==> config.mk <==
export PLATFORM = sky130hd
export DESIGN_NAME = norm_shifter_32bits_flat
export DESIGN_NICKNAME = d
export VERILOG_FILES = /design/src/rtl/norm_shifter_32bits_pkg.sv /design/src/rtl/norm_shifter_32bits_if.sv /design/src/rtl/norm_shifter_32bits_step.sv /design/src/rtl/norm_shifter_32bits.sv /design/src/flat_wrapper.sv
export SDC_FILE = /design/constraint.sdc
export NUM_CORES = 1
export LEC_CHECK = 0
export CORE_MARGIN = 1
export CORE_UTILIZATION = 30
export CTS_BUF_LIST = sky130_fd_sc_hd__clkbuf_4 sky130_fd_sc_hd__clkbuf_8 sky130_fd_sc_hd__clkbuf_16
export CTS_CLUSTER_DIAMETER = 100
export CTS_CLUSTER_SIZE = 16
export DETAILED_ROUTE_END_ITERATION = 7
export SKIP_CTS_REPAIR_TIMING = 1
export SYNTH_ARGS = -nofsm -noshare
export SYNTH_HDL_FRONTEND = slang
export SYNTH_HIERARCHICAL = 1
export SYNTH_SLANG_ARGS = --single-unit
==> constraint.sdc <==
create_clock -name clk -period 10.15 [get_ports clk]
set_clock_uncertainty 0.2 [all_clocks]
set_input_delay 1.015 -clock clk [delete_from_list [all_inputs] [get_ports clk]]
set_output_delay 1.015 -clock clk [all_outputs]
set_load 0.03 [all_outputs]
==> src/rtl/norm_shifter_32bits_pkg.sv <==
// Shared types and constants for the 32-bit normalizer: FSM states,
// search step count, mode encodings and the binary-search step-size table.
package norm_pkg;

  localparam int DATA_W     = 32;
  localparam int NORM_STEPS = 5;

  localparam logic MODE_UNSIGNED = 1'b0;
  localparam logic MODE_SIGNED   = 1'b1;

  typedef enum logic [1:0] {
    IDLE   = 2'd0,
    SEARCH = 2'd1,
    DONE   = 2'd2
  } norm_state_t;

  // Shift distance tried at search step k: 16, 8, 4, 2, 1.
  function automatic logic [4:0] step_size(input logic [2:0] k);
    logic [4:0] s;
    case (k)
      3'd0:    s = 5'd16;
      3'd1:    s = 5'd8;
      3'd2:    s = 5'd4;
      3'd3:    s = 5'd2;
      3'd4:    s = 5'd1;
      default: s = 5'd0;
    endcase
    return s;
  endfunction

endpackage

==> src/rtl/norm_shifter_32bits_if.sv <==
// Operand/result handshake bundle for the normalizer.
// The slave side is the normalizer; the master side feeds operands and takes results.
interface norm_shifter_32bits_if;

  logic        in_valid;
  logic        in_ready;
  logic [31:0] A;
  logic        Mode;
  logic        out_valid;
  logic        out_ready;
  logic [31:0] Y;
  logic [5:0]  N;
  logic        Zero;

  modport master (
    output in_valid, A, Mode, out_ready,
    input  in_ready, out_valid, Y, N, Zero
  );

  modport slave (
    input  in_valid, A, Mode, out_ready,
    output in_ready, out_valid, Y, N, Zero
  );

endinterface

==> src/rtl/norm_shifter_32bits_step.sv <==
// One binary-search step: if the top `step` bits of the search word are
// all zero, shift search word and working value left by `step` and add it to the count.
module norm_step
  import norm_pkg::*;
(
  input  logic [DATA_W-1:0] t,
  input  logic [DATA_W-1:0] w,
  input  logic [4:0]        c,
  input  logic [4:0]        step,
  output logic [DATA_W-1:0] t_next,
  output logic [DATA_W-1:0] w_next,
  output logic [4:0]        c_next
);

  logic [DATA_W-1:0] top_mask_s;

  // Conditional shift when the examined high field of the search word is empty.
  always_comb begin
    top_mask_s = ~({DATA_W{1'b1}} >> step);
    t_next     = t;
    w_next     = w;
    c_next     = c;
    if ((t & top_mask_s) == {DATA_W{1'b0}}) begin
      t_next = t << step;
      w_next = w << step;
      c_next = c + step;
    end else begin
      t_next = t;
      w_next = w;
      c_next = c;
    end
  end

endmodule

==> src/rtl/norm_shifter_32bits.sv <==
// Multi-cycle 32-bit normalizer: finds N so that A << N is normalized
// (leading zeros for unsigned, redundant sign bits for signed) via a 5-step binary search.
module norm_shifter_32bits
  import norm_pkg::*;
#(
  parameter int WIDTH = 32
) (
  input  logic                  clk,
  input  logic                  rst,
  norm_shifter_32bits_if.slave  bus
);

  norm_state_t       state_r;
  norm_state_t       state_s;

  logic [WIDTH-1:0]  t_r;
  logic [WIDTH-1:0]  w_r;
  logic [4:0]        c_r;
  logic [2:0]        k_r;
  logic              mode_r;
  logic              a_zero_r;

  logic              in_ready_r;
  logic              out_valid_r;
  logic [WIDTH-1:0]  y_r;
  logic [5:0]        n_r;
  logic              zero_r;

  logic [WIDTH-1:0]  t_init_s;
  logic [WIDTH-1:0]  t_nxt_s;
  logic [WIDTH-1:0]  w_nxt_s;
  logic [4:0]        c_nxt_s;
  logic              accept_s;
  logic              last_step_s;

  assign accept_s    = bus.in_valid & (state_r == IDLE);
  assign last_step_s = (state_r == SEARCH) && (k_r == 3'(NORM_STEPS - 1));

  // Signed mode searches for the first bit differing from the sign bit.
  always_comb begin
    t_init_s = bus.A;
    if (bus.Mode == MODE_SIGNED) begin
      t_init_s = (bus.A ^ {WIDTH{bus.A[WIDTH-1]}}) << 1;
    end else begin
      t_init_s = bus.A;
    end
  end

  norm_step u_step (
    .t      (t_r),
    .w      (w_r),
    .c      (c_r),
    .step   (step_size(k_r)),
    .t_next (t_nxt_s),
    .w_next (w_nxt_s),
    .c_next (c_nxt_s)
  );

  // FSM state register.
  always_ff @(posedge clk) begin
    if (rst) begin
      state_r <= IDLE;
    end else begin
      state_r <= state_s;
    end
  end

  // FSM next-state logic.
  always_comb begin
    state_s = state_r;
    case (state_r)
      IDLE: begin
        if (bus.in_valid) state_s = SEARCH;
        else              state_s = IDLE;
      end
      SEARCH: begin
        if (last_step_s) state_s = DONE;
        else             state_s = SEARCH;
      end
      DONE: begin
        if (bus.out_ready) state_s = IDLE;
        else               state_s = DONE;
      end
      default: state_s = IDLE;
    endcase
  end

  // Operand capture, search datapath and registered result outputs.
  always_ff @(posedge clk) begin
    if (rst) begin
      t_r         <= '0;
      w_r         <= '0;
      c_r         <= 5'd0;
      k_r         <= 3'd0;
      mode_r      <= MODE_UNSIGNED;
      a_zero_r    <= 1'b0;
      in_ready_r  <= 1'b1;
      out_valid_r <= 1'b0;
      y_r         <= '0;
      n_r         <= 6'd0;
      zero_r      <= 1'b0;
    end else begin
      case (state_r)
        IDLE: begin
          if (accept_s) begin
            t_r        <= t_init_s;
            w_r        <= bus.A;
            c_r        <= 5'd0;
            k_r        <= 3'd0;
            mode_r     <= bus.Mode;
            a_zero_r   <= (bus.A == {WIDTH{1'b0}});
            in_ready_r <= 1'b0;
          end
        end
        SEARCH: begin
          t_r <= t_nxt_s;
          w_r <= w_nxt_s;
          c_r <= c_nxt_s;
          k_r <= k_r + 3'd1;
          if (last_step_s) begin
            y_r         <= w_nxt_s;
            // The step sum tops out at 31; unsigned zero is the only N=32 case.
            n_r         <= ((mode_r == MODE_UNSIGNED) && a_zero_r) ? 6'd32 : {1'b0, c_nxt_s};
            zero_r      <= a_zero_r;
            out_valid_r <= 1'b1;
          end
        end
        DONE: begin
          if (bus.out_ready) begin
            out_valid_r <= 1'b0;
            in_ready_r  <= 1'b1;
          end
        end
        default: begin
          out_valid_r <= 1'b0;
          in_ready_r  <= 1'b1;
        end
      endcase
    end
  end

  assign bus.in_ready  = in_ready_r;
  assign bus.out_valid = out_valid_r;
  assign bus.Y         = y_r;
  assign bus.N         = n_r;
  assign bus.Zero      = zero_r;

endmodule

==> src/flat_wrapper.sv <==
// flat-port wrapper written by rule: the top's interface ports become plain ports
module norm_shifter_32bits_flat import norm_pkg::*;
#(
  parameter int WIDTH = 32
)
  (clk, rst, bus_in_valid, bus_A, bus_Mode, bus_out_ready, bus_in_ready, bus_out_valid, bus_Y, bus_N, bus_Zero);
  norm_shifter_32bits_if bus_i ();
  input  logic clk;
  input  logic rst;
  input wire logic [$bits(bus_i.in_valid)-1:0] bus_in_valid;
  input wire logic [$bits(bus_i.A)-1:0] bus_A;
  input wire logic [$bits(bus_i.Mode)-1:0] bus_Mode;
  input wire logic [$bits(bus_i.out_ready)-1:0] bus_out_ready;
  output wire logic [$bits(bus_i.in_ready)-1:0] bus_in_ready;
  output wire logic [$bits(bus_i.out_valid)-1:0] bus_out_valid;
  output wire logic [$bits(bus_i.Y)-1:0] bus_Y;
  output wire logic [$bits(bus_i.N)-1:0] bus_N;
  output wire logic [$bits(bus_i.Zero)-1:0] bus_Zero;
  assign bus_i.in_valid = bus_in_valid;
  assign bus_i.A = bus_A;
  assign bus_i.Mode = bus_Mode;
  assign bus_i.out_ready = bus_out_ready;
  assign bus_in_ready = bus_i.in_ready;
  assign bus_out_valid = bus_i.out_valid;
  assign bus_Y = bus_i.Y;
  assign bus_N = bus_i.N;
  assign bus_Zero = bus_i.Zero;
  norm_shifter_32bits #(.WIDTH(WIDTH)) u_core (.clk(clk), .rst(rst), .bus(bus_i));
endmodule
# == Yosys cells after proc, flatten, opt, wreduce, memory -nomap -nowiden ==
# Index checks and enable logic that the tools add are counted.
# totals
latch_bits,0
elab_cells,71
ramBits,0
regBits,117
rom_bits,0
inputBits,37
mem_count,0
output_inout_bits,41
# classes
n_eq_ne,10
mul,0
div_mod_pow,0
magnitude_cmp,0
n_addsub,2
reduce_logical,13
bitwise,7
muxes,24
n_shift,3
# op_table
operator,n
32-bit 2-to-1 mux,5
32-bit one-hot mux with 2 select lines,2
32-bit zero test,2
32-bit by 5-bit << shifter with 32-bit output,2
32-bit bitwise AND,1
32-bit NOT,1
32-bit by 5-bit right shift with 32-bit output (first input constant),1
31-bit XOR,1
5-bit one-hot mux with 5 select lines,1
5-bit 2-to-1 mux,2
5-bit one-hot mux with 2 select lines,1
3-bit AND reduction,3
3-bit by 2-bit == test with 1-bit output (second input constant),2
6-bit 2-to-1 mux,1
1-bit one-hot mux with 3 select lines,2
2-bit one-hot mux with 3 select lines,1
3-bit one-hot mux with 2 select lines,1
2-bit AND reduction,3
5-bit adder,1
1-bit 2-to-1 mux,5
2-bit 2-to-1 mux,2
2-bit by 1-bit != test with 1-bit output (second input constant),2
2-bit != test (second input constant),2
3-bit by 1-bit adder with 3-bit output (second input constant),1
other kinds (11),14

# == Depth between registers and ports, before layout ==
# depth
word_depth,8
depth_mapped,18
mapped_depth_nobuf,15

# == Hierarchy ==
# Netlist, hierarchy kept.
# modules_own_cells
module,area_each_um2,seq_area_each_um2,cells_each,n_inst
norm_shifter_32bits,5731.7,2342.2,684,1
norm_step,4680.7,0.0,569,1

# == Worst setup path before layout ==
# OpenSTA, ideal clock, no wires.
# synth_path
path_type,register to register
startpoint,reg u_core.k_r[0]
endpoint,reg u_core.c_r[4]
slack_ns,6.627
synth_period_minus_slack_ns,3.523
setup_time_ns,0.128
path_buffers,3
required_time_ns,9.822
path_stages_with_launch,19
arrival_ns,3.195
path_cell_list,dfxtp_1 > inv_1 > ha_1 > nor3_1 > nor2_1 > o21a_1 > buf_2 > clkinv_1 > buf_1 > clkbuf_1 > fa_1 > inv_1 > a21o_1 > a21oi_1 > xnor2_1 > nand3b_1 > xnor2_1 > a22oi_1 > nor2_1
# synth_via
elab_chain_len,8
word_cells_on_any_way,13
classes_between,add/sub (1); eq/ne (4); shift (1); mux (3); bitwise (2); reduce/logical (2)
# synth_lines
item,line,source
"start, declared",norm_shifter_32bits.sv:19,logic [2:0] k_r;
"start signal, assigned",norm_shifter_32bits.sv:119,k_r <= k_r + 3'd1;
"3-bit == test, or another cell as far along",norm_shifter_32bits_pkg.sv:20,case (k)
5-bit one-hot mux with 5 select lines *,norm_shifter_32bits_pkg.sv:20,
32-bit by 5-bit right shift with 32-bit output,norm_shifter_32bits_step.sv:19,top_mask_s = ~({DATA_W{1'b1}} >> step);
32-bit NOT,norm_shifter_32bits_step.sv:19,
32-bit bitwise AND,norm_shifter_32bits_step.sv:23,if ((t & top_mask_s) == {DATA_W{1'b0}}) begin
32-bit zero test,norm_shifter_32bits_step.sv:23,
5-bit 2-to-1 mux *,norm_shifter_32bits_step.sv:23,
net u_core.c_nxt_s[4],norm_shifter_32bits.sv:32,logic [4:0] c_nxt_s;
5-bit one-hot mux with 2 select lines *,norm_shifter_32bits.sv:103,case (state_r)
"end signal, assigned",norm_shifter_32bits.sv:118,c_r <= c_nxt_s;
"end, declared",norm_shifter_32bits.sv:18,logic [4:0] c_r;
# The timed path passes the listed nets; every way through them passes the cells marked *.
# A chain may end at the register's enable or synchronous reset.

# == Worst setup path after layout ==
# layout_path
startpoint,reg u_core.k_r[0]
endpoint,reg u_core.t_r[28]
# layout_via
word_cells_on_any_way,15
classes_between,eq/ne (5); shift (2); mux (3); bitwise (2); reduce/logical (3)
# layout_rtl
item,line,source
"3-bit == test, or another cell as far along",norm_shifter_32bits_pkg.sv:20,
5-bit one-hot mux with 5 select lines *,norm_shifter_32bits_pkg.sv:20,
32-bit by 5-bit << shifter with 32-bit output *,norm_shifter_32bits_step.sv:24,t_next = t << step;
32-bit 2-to-1 mux *,norm_shifter_32bits_step.sv:23,
net u_core.t_nxt_s[28],norm_shifter_32bits.sv:30,logic [WIDTH-1:0] t_nxt_s;
32-bit one-hot mux with 2 select lines *,norm_shifter_32bits.sv:103,
"end signal, assigned",norm_shifter_32bits.sv:106,t_r <= t_init_s;
"end signal, assigned",norm_shifter_32bits.sv:116,t_r <= t_nxt_s;
"end, declared",norm_shifter_32bits.sv:16,logic [WIDTH-1:0] t_r;
# The timed path passes the listed nets; every way through them passes the cells marked *. The select of a mux whose other input is x is not followed.

==> flow_metrics.py <==
metrics = {
    "worst_setup_path": {
        "crit_fanout": 60,
        "cp-start-kind": "flip-flop",
        "crit_required_ps": 10220,
        "critPathArrivalTime_ps": 5140,
        "end_kind": "flip-flop",
        "crit_type": "reg -> reg",
        "reg2reg_slack_ps": 5090,
    },
    "synthesis": {
        "postSynth.asyncResetShare_pct": 0,
        "ys_seq_area_share_pct": 22.49,
        "ys.flop_type": "dfxtp_1",
        "ys_types": 72,
        "synth.avg_cell_area_um2": 8.310,
        "ys_seq_elements": 117,
        "ys_warn_count": 6,
        "synth_cells": 1253,
        "synth_edf_count": 0,
        "syn_nets": 1301,
        "syn-cell-area_mm2": 0.01041,
    },
    "power_and_ir_drop": {
        "vdd_ir_drop_max_v": 0.0001102,
        "power_density_mw_per_mm2": 141.5,
        "leakage_nw": 4.052,
        "power_mw": 1.656,
    },
    "floorplanning": {
        "fp.coreArea_mm2": 0.03387,
        "die-height_um": 188.3,
        "floorplan.initialDensity_pct": 30.74,
        "die_area_mm2": 0.03546,
        "die_x_um": 188.3,
        "num_rows": 67,
        "ioPinCount": 78,
    },
    "timing": {
        "setup_viol": 0,
        "rsz0062_at_grt": "no",
        "drv_slew": 0,
        "tns_ps": 0,
        "worst_slew_pin_slew_ps": 1134,
        "hold_viol_final": 0,
        "finalCriticalPeriod_ps": 5061,
        "hold_ws_ps": 255.3,
        "setup_ws_ps": 5089,
        "max_slew_margin_pct": 24.41,
        "fmax_mhz": 197.6,
        "period_share_pct": 49.87,
    },
    "clock_tree": {
        "h-tree-depth": 4,
        "cts_max_path_buffers": 2,
        "clk_pin_slew_worst_paths_ps": 60,
        "cts_tree": "yes",
        "cts_buffers": 17,
        "clock_sinks": 117,
        "clock_latency_ps": 430,
        "root_buffer": "clkbuf_16",
    },
    "drt": {
        "ant_nets": 0,
        "drtIter0Drc": 1225,
        "first_pass_iters": 6,
        "wire_per_inst_um": 21.49,
        "vias": 10020,
        "wl_mm": 36.52,
        "vias_per_cell": 5.897,
        "drcViolationCount": 0,
    },
    "global_route": {
        "antenna_found_initial": 0,
        "grt_first_pass_wirelength_mm": 56.49,
        "grt_pass1_vias": 9282,
        "track_usage_pct": 20.20,
        "grt_max_degree": 101,
        "grt_overflow": 0,
    },
    "placement": {
        "gp_congestion": 0.9059,
        "placed_cells": 1667,
        "dp_hpwl_mm": 24.50,
        "io_buffer_count": 77,
        "place_area_mm2": 0.01110,
        "pre_cts_ws_ps": 5154,
    },
    "cells_and_area": {
        "drive_gt1_share_pct": 16.39,
        "antenna_cells": 0,
        "final_util_pct": 34.55,
        "num-nets-final": 1286,
        "area_growth_syn_to_layout_pct": 12.38,
        "layout_common_cells": "200 x nand2_1, 140 x nor2_1, 117 x dfxtp_1",
        "stdcell_area_mm2": 0.01170,
        "final_cells": 1699,
        "layout_commonest_cell": "nand2_1",
    },
    "worst_hold_path": {
        "hold_path.class": "reg -> reg",
    },
    "flow_run": {
        "max-cap-violations": 0,
    },
    "run_status": {
        "outcome": "finished clean",
    },
}
## Yosys cell counts (all sizes together) (3+ instances only)
| master | n | area share [%] |
|---|---|---|
| nand2 | 200 | 7.2 |
| nor2 | 140 | 5.0 |
| dfxtp | 117 | 22 |
| a21oi | 101 | 4.9 |
| buf | 84 | 6.0 |
| mux2 | 55 | 6.0 |
| mux2i | 51 | 4.9 |
| mux4 | 50 | 11 |
| clkbuf | 44 | 1.6 |
| a211oi | 42 | 4.5 |
| o21ai | 39 | 1.9 |
| xnor2 | 34 | 2.9 |
| a211o | 33 | 2.8 |
| a311oi | 32 | 2.7 |
| a22o | 29 | 2.4 |
| o22ai | 26 | 1.6 |
| inv | 16 | 0.58 |
| nand3 | 13 | 0.62 |
| nor3 | 13 | 0.62 |
| nor2b | 11 | 0.68 |
| ha | 10 | 1.2 |
| a22oi | 9 | 0.65 |
| o21a | 9 | 0.65 |
| nor4 | 8 | 0.48 |
| or2 | 7 | 0.42 |
| a21o | 6 | 0.43 |
| nand2b | 6 | 0.36 |
| o211ai | 6 | 0.43 |
| a221oi | 4 | 0.34 |
| a32o | 4 | 0.38 |
| a2111oi | 3 | 0.25 |
| a31oi | 3 | 0.18 |
| and3 | 3 | 0.18 |
| clkinv | 3 | 0.11 |
| nand3b | 3 | 0.22 |
| nand4 | 3 | 0.18 |
| o2bb2ai | 3 | 0.25 |
| o31ai | 3 | 0.22 |
## cell families after synthesis
kind of cell,share of synthesized area [%]
DFF,22.49
adders and majority gates,1.586
AOI/OAI and AO/OA,26.04
muxes,21.70
buffers and inverters,8.279
and+or+nand+nor,17.04
xor gates and xnor gates,2.860
## path summary, 6_finish.rpt
| path | from | to | cells after the start |
|---|---|---|---|
| min reg2reg | u_core/bus.Y[29] | u_core/bus.Y[29] | 2 |
| min | u_core/bus.Y[29] | u_core/bus.Y[29] | 2 |
| max reg2reg | u_core/k_r[0] | u_core/t_r[28] | 14 |
| max | u_core/k_r[0] | u_core/t_r[28] | 14 |
## layout make-up
class	instances	area, um^2
clock buffers	18	439.2
clock inverters	14	165.2
fillers	3593	22170
inverters	19	73.82
multi-input cells	989	7234
flip-flops and latches	117	2342
well taps	448	560.5
repair buffers	94	885.9
## sequential cells by signal (all words and copies together) (netlist names), 2 cells and up
name,count
u_core/bus.Y,32
u_core/k_r,3
u_core/state_r,2
u_core/bus.N,6
u_core/w_r,32
u_core/t_r,32
u_core/c_r,5
## routing by layer
layer  track usage, %  up-vias  wire length [um]
li1                 -     4597                 -
met1            27.31     4858             15550
met2            31.21      489             16590
met3            4.284       75              3135
met4            8.065        0              1235
met5                0        -                 0
## power breakdown
group          switching [mW]  total (mW)  internal [mW]
logic                   0.272       0.471          0.199
clock network           0.262       0.637          0.375
registers              0.0591       0.548          0.488
## worst max-delay path, cell delays in order, from the launching register on
cell and delay (ps):
dfxtp_1 350, inv_1 100, ha_1 260, nand2_1 150, inv_4 440, buf_4 820
a21oi_1 120, or2_2 310, a311oi_1 220, a211oi_1 110, nand2b_2 410, buf_4 660
mux2_2 410, a21oi_1 180, a211oi_2 100
(Power assumes the default switching activity.)
==> edit (same flow settings) <==
Make the reset (`rst`) asynchronous in 2 clocked blocks.
--- a/src/rtl/norm_shifter_32bits.sv
+++ b/src/rtl/norm_shifter_32bits.sv
@@ -57,7 +57,7 @@
   );
 
   // FSM state register.
-  always_ff @(posedge clk) begin
+  always_ff @(posedge clk or posedge rst) begin
     if (rst) begin
       state_r <= IDLE;
     end else begin
@@ -86,7 +86,7 @@
   end
 
   // Operand capture, search datapath and registered result outputs.
-  always_ff @(posedge clk) begin
+  always_ff @(posedge clk or posedge rst) begin
     if (rst) begin
       t_r         <= '0;
       w_r         <= '0;
Function: differs if rst is asserted again (counterexample within 4 cycles, from zero or initial values and one cycle with rst high); with rst held inactive, the same outputs for 4 cycles.
==> edit against the original RTL <==
Cell area increased by 2.2%. Area after synthesis is 0.99% higher. Final cell count down 6.4%. Critical path depth decreased by 3. Global-route usage rose by 0.063 points. Routed wire length shrank 1.7%. Setup slack worse by 0.030 ns. Non-clock buffer count decreased by 3. Sequential cell count is the same. Critical path type unchanged.
Power is not compared: it rests on default switching activity, and its combinational part moved more than twofold at a synthesized area within 25%.
==> edit: results (changes against the original RTL) <==
- Outcome: complete, no violations
- Layout cell share with drive strength beyond 1: 16.56% (+0.18 points)
- M1 wire length: 14.93 mm (-4.0%)
- Initial antenna violation count: 2 (+2)
- Ranking of synthesized cells by area: dfrtp_1 28%, mux4_2 11%, mux2i_1 7.8%, mux2_2 5.8%, a21oi_1 4.2%
- CP Launch Point: u_core/k_r[0]
- Synth cell count leaders: 116 x dfrtp_1, 112 x nand2_1, 94 x nor2_1, 89 x a21oi_1, 82 x mux2i_1
- Synth warnings: 6 (unchanged)
- Vias in the first global route: 9125 (-1.7%)
- Placed Area: 11330 um^2 (+2.1%)
- Asr flop ratio synth: 100.0% (+100 points)
- Initial detailed-routing violation count: 1044 (-15%)
- Max clock buf depth: 2 (unchanged)
- ANT cells: 0 (unchanged)
- Uppermost routed layer: met5
- Via density: 5.919 (+0.37%)
- Met3 WL: 2.689 mm (-14%)
- Global-route wire length before repair: 56.03 mm (-0.82%)
- Nets: 1170 (-9.0%)
- Synth Flop Type: dfrtp_1
- HP Class: flip-flop to flip-flop
- Largest net degree at the start of global routing: 106 (+5.0%)
- Clock transition at the registers of the reported paths: 0.06 ns (about the same)
- Placer congestion estimate: 0.9816 (+8.4%)
- Htree depth: 4 (unchanged)
- Unique masters post-synth: 68 (-5.6%)
- Final WL: 35.90 mm (-1.7%)
- DPL Wire Length: 24.27 mm (-0.96%)
- Clock root cell: clkbuf_16
- Sw Pwr: 2.255 mW
- Hold Crit Start: u_core/bus.Zero
- IR drop worst, VDD: approximately 0.15 mV
- Port bufs: 77 (unchanged)
- Crit path DAT: 5.19 ns (+0.05 ns)
- Register area share after synthesis: 27.86% (+5.4 points)
- Cts bufs inserted: 17 (unchanged)
- Leak: approximately 4.7 nW
- Worst-skew pair later-pin latency: 0.43 ns (about the same)
- Total GRT Usage: 20.26% (+0.063 points)
- Crit path max fanout: 64 (+6.7%)
- Worst slew pin tran: 1.141 ns (+0.006771 ns)
- Drt pass-1 iters: 6 (unchanged)
- Met2 WL: 16.95 mm (+2.2%)
edit: changes by cell type after synthesis, moves of 7 or more:
cell and delta:
nor2_1 -46, mux2i_1 +31, nand2_1 -88, mux2_1 +15, buf_2 -7, o21ai_1 +45
dfxtp_1 -117, clkbuf_1 -8, mux2_4 +20, a311oi_1 -31, dfrtp_1 +116, a211oi_2 -30
a21oi_1 -12
edit: cells by family (layout without fill, tap and decap cells):
group | Yosys count | count (layout) | synth area share, %
compound gates | 335 | 335 | 20.69
xor+xnor | 34 | 34 | 2.832
fa+ha+maj | 13 | 13 | 1.571
buf+inv | 126 | 141 | 6.925
flops | 117 | 117 | 27.86
mux | 222 | 222 | 28.90
simple gates | 273 | 273 | 11.22
edit: path summary, 6_finish.rpt:
kind,endpoint,slack (ns),cells after the start
min,u_core/bus.Zero,0.29,1
max in group asynchronous,u_core/w_r[19],7.55,3
max,u_core/bus.Y[30],5.06,11
max reg2reg,u_core/bus.Y[30],5.06,11
min in group asynchronous,u_core/t_r[10],0.86,2
min reg2reg,u_core/bus.Zero,0.29,1
edit: worst max-delay path, cell delays in order (launching register included):
cell and delay [ns]:
dfrtp_1 0.42, inv_1 0.10, ha_1 0.19, nor2b_2 0.14, buf_4 0.44, clkinv_1 1.05
a311oi_1 0.66, a211oi_1 0.13, nand2b_2 0.17, buf_4 0.63, mux2_2 0.42, mux2_1 0.29
edit: metal layers:
metal / global-route usage, % / vias to the layer above
met3: 3.670 / 67
met1: 26.80 / 4678
met4: 8.344 / 4
li1: - / 4204
met2: 32.47 / 458
met5: 0 / -
edit: power by group through the flow:
stage / Clock, mW / Sequential [mW] / Combinational [mW]
floorplan: 0 / 0.998 / 2.09
global placement: 0 / 0.998 / 2.87
detailed placement: 0 / 1.01 / 2.89
CTS: 0.678 / 1.00 / 2.91
global route: 0.703 / 1.04 / 3.15
finish: 0.667 / 1.01 / 2.94
edit: area by class of cell:
cell class	count	area (um^2)
sequential	117	2929
tap	455	569.3
multi-input combinational	877	6898
inverter	18	70.07
timing repair buffer	91	865.8
clock buffer	20	454.2
clock inverter	12	177.7
fill	3566	22580
edit: per-stage QoR:
stage | instances | worst slack, ns | hold slack, ns | utilization [%] | power (mW)
2_1_floorplan | 1120 | 5.836 | 0.2551 | - | 3.092
3_3_place_gp | 1558 | 5.130 | 0.2653 | 32.81 | 3.869
3_5_place_dp | 1558 | 5.120 | 0.2797 | 32.81 | 3.897
4_1_cts | 1590 | 5.077 | 0.2974 | 34.63 | 4.590
5_1_grt | 1590 | 4.741 | 0.3111 | 34.63 | 4.900
6_report | 1590 | 5.059 | 0.2909 | 34.63 | 4.623
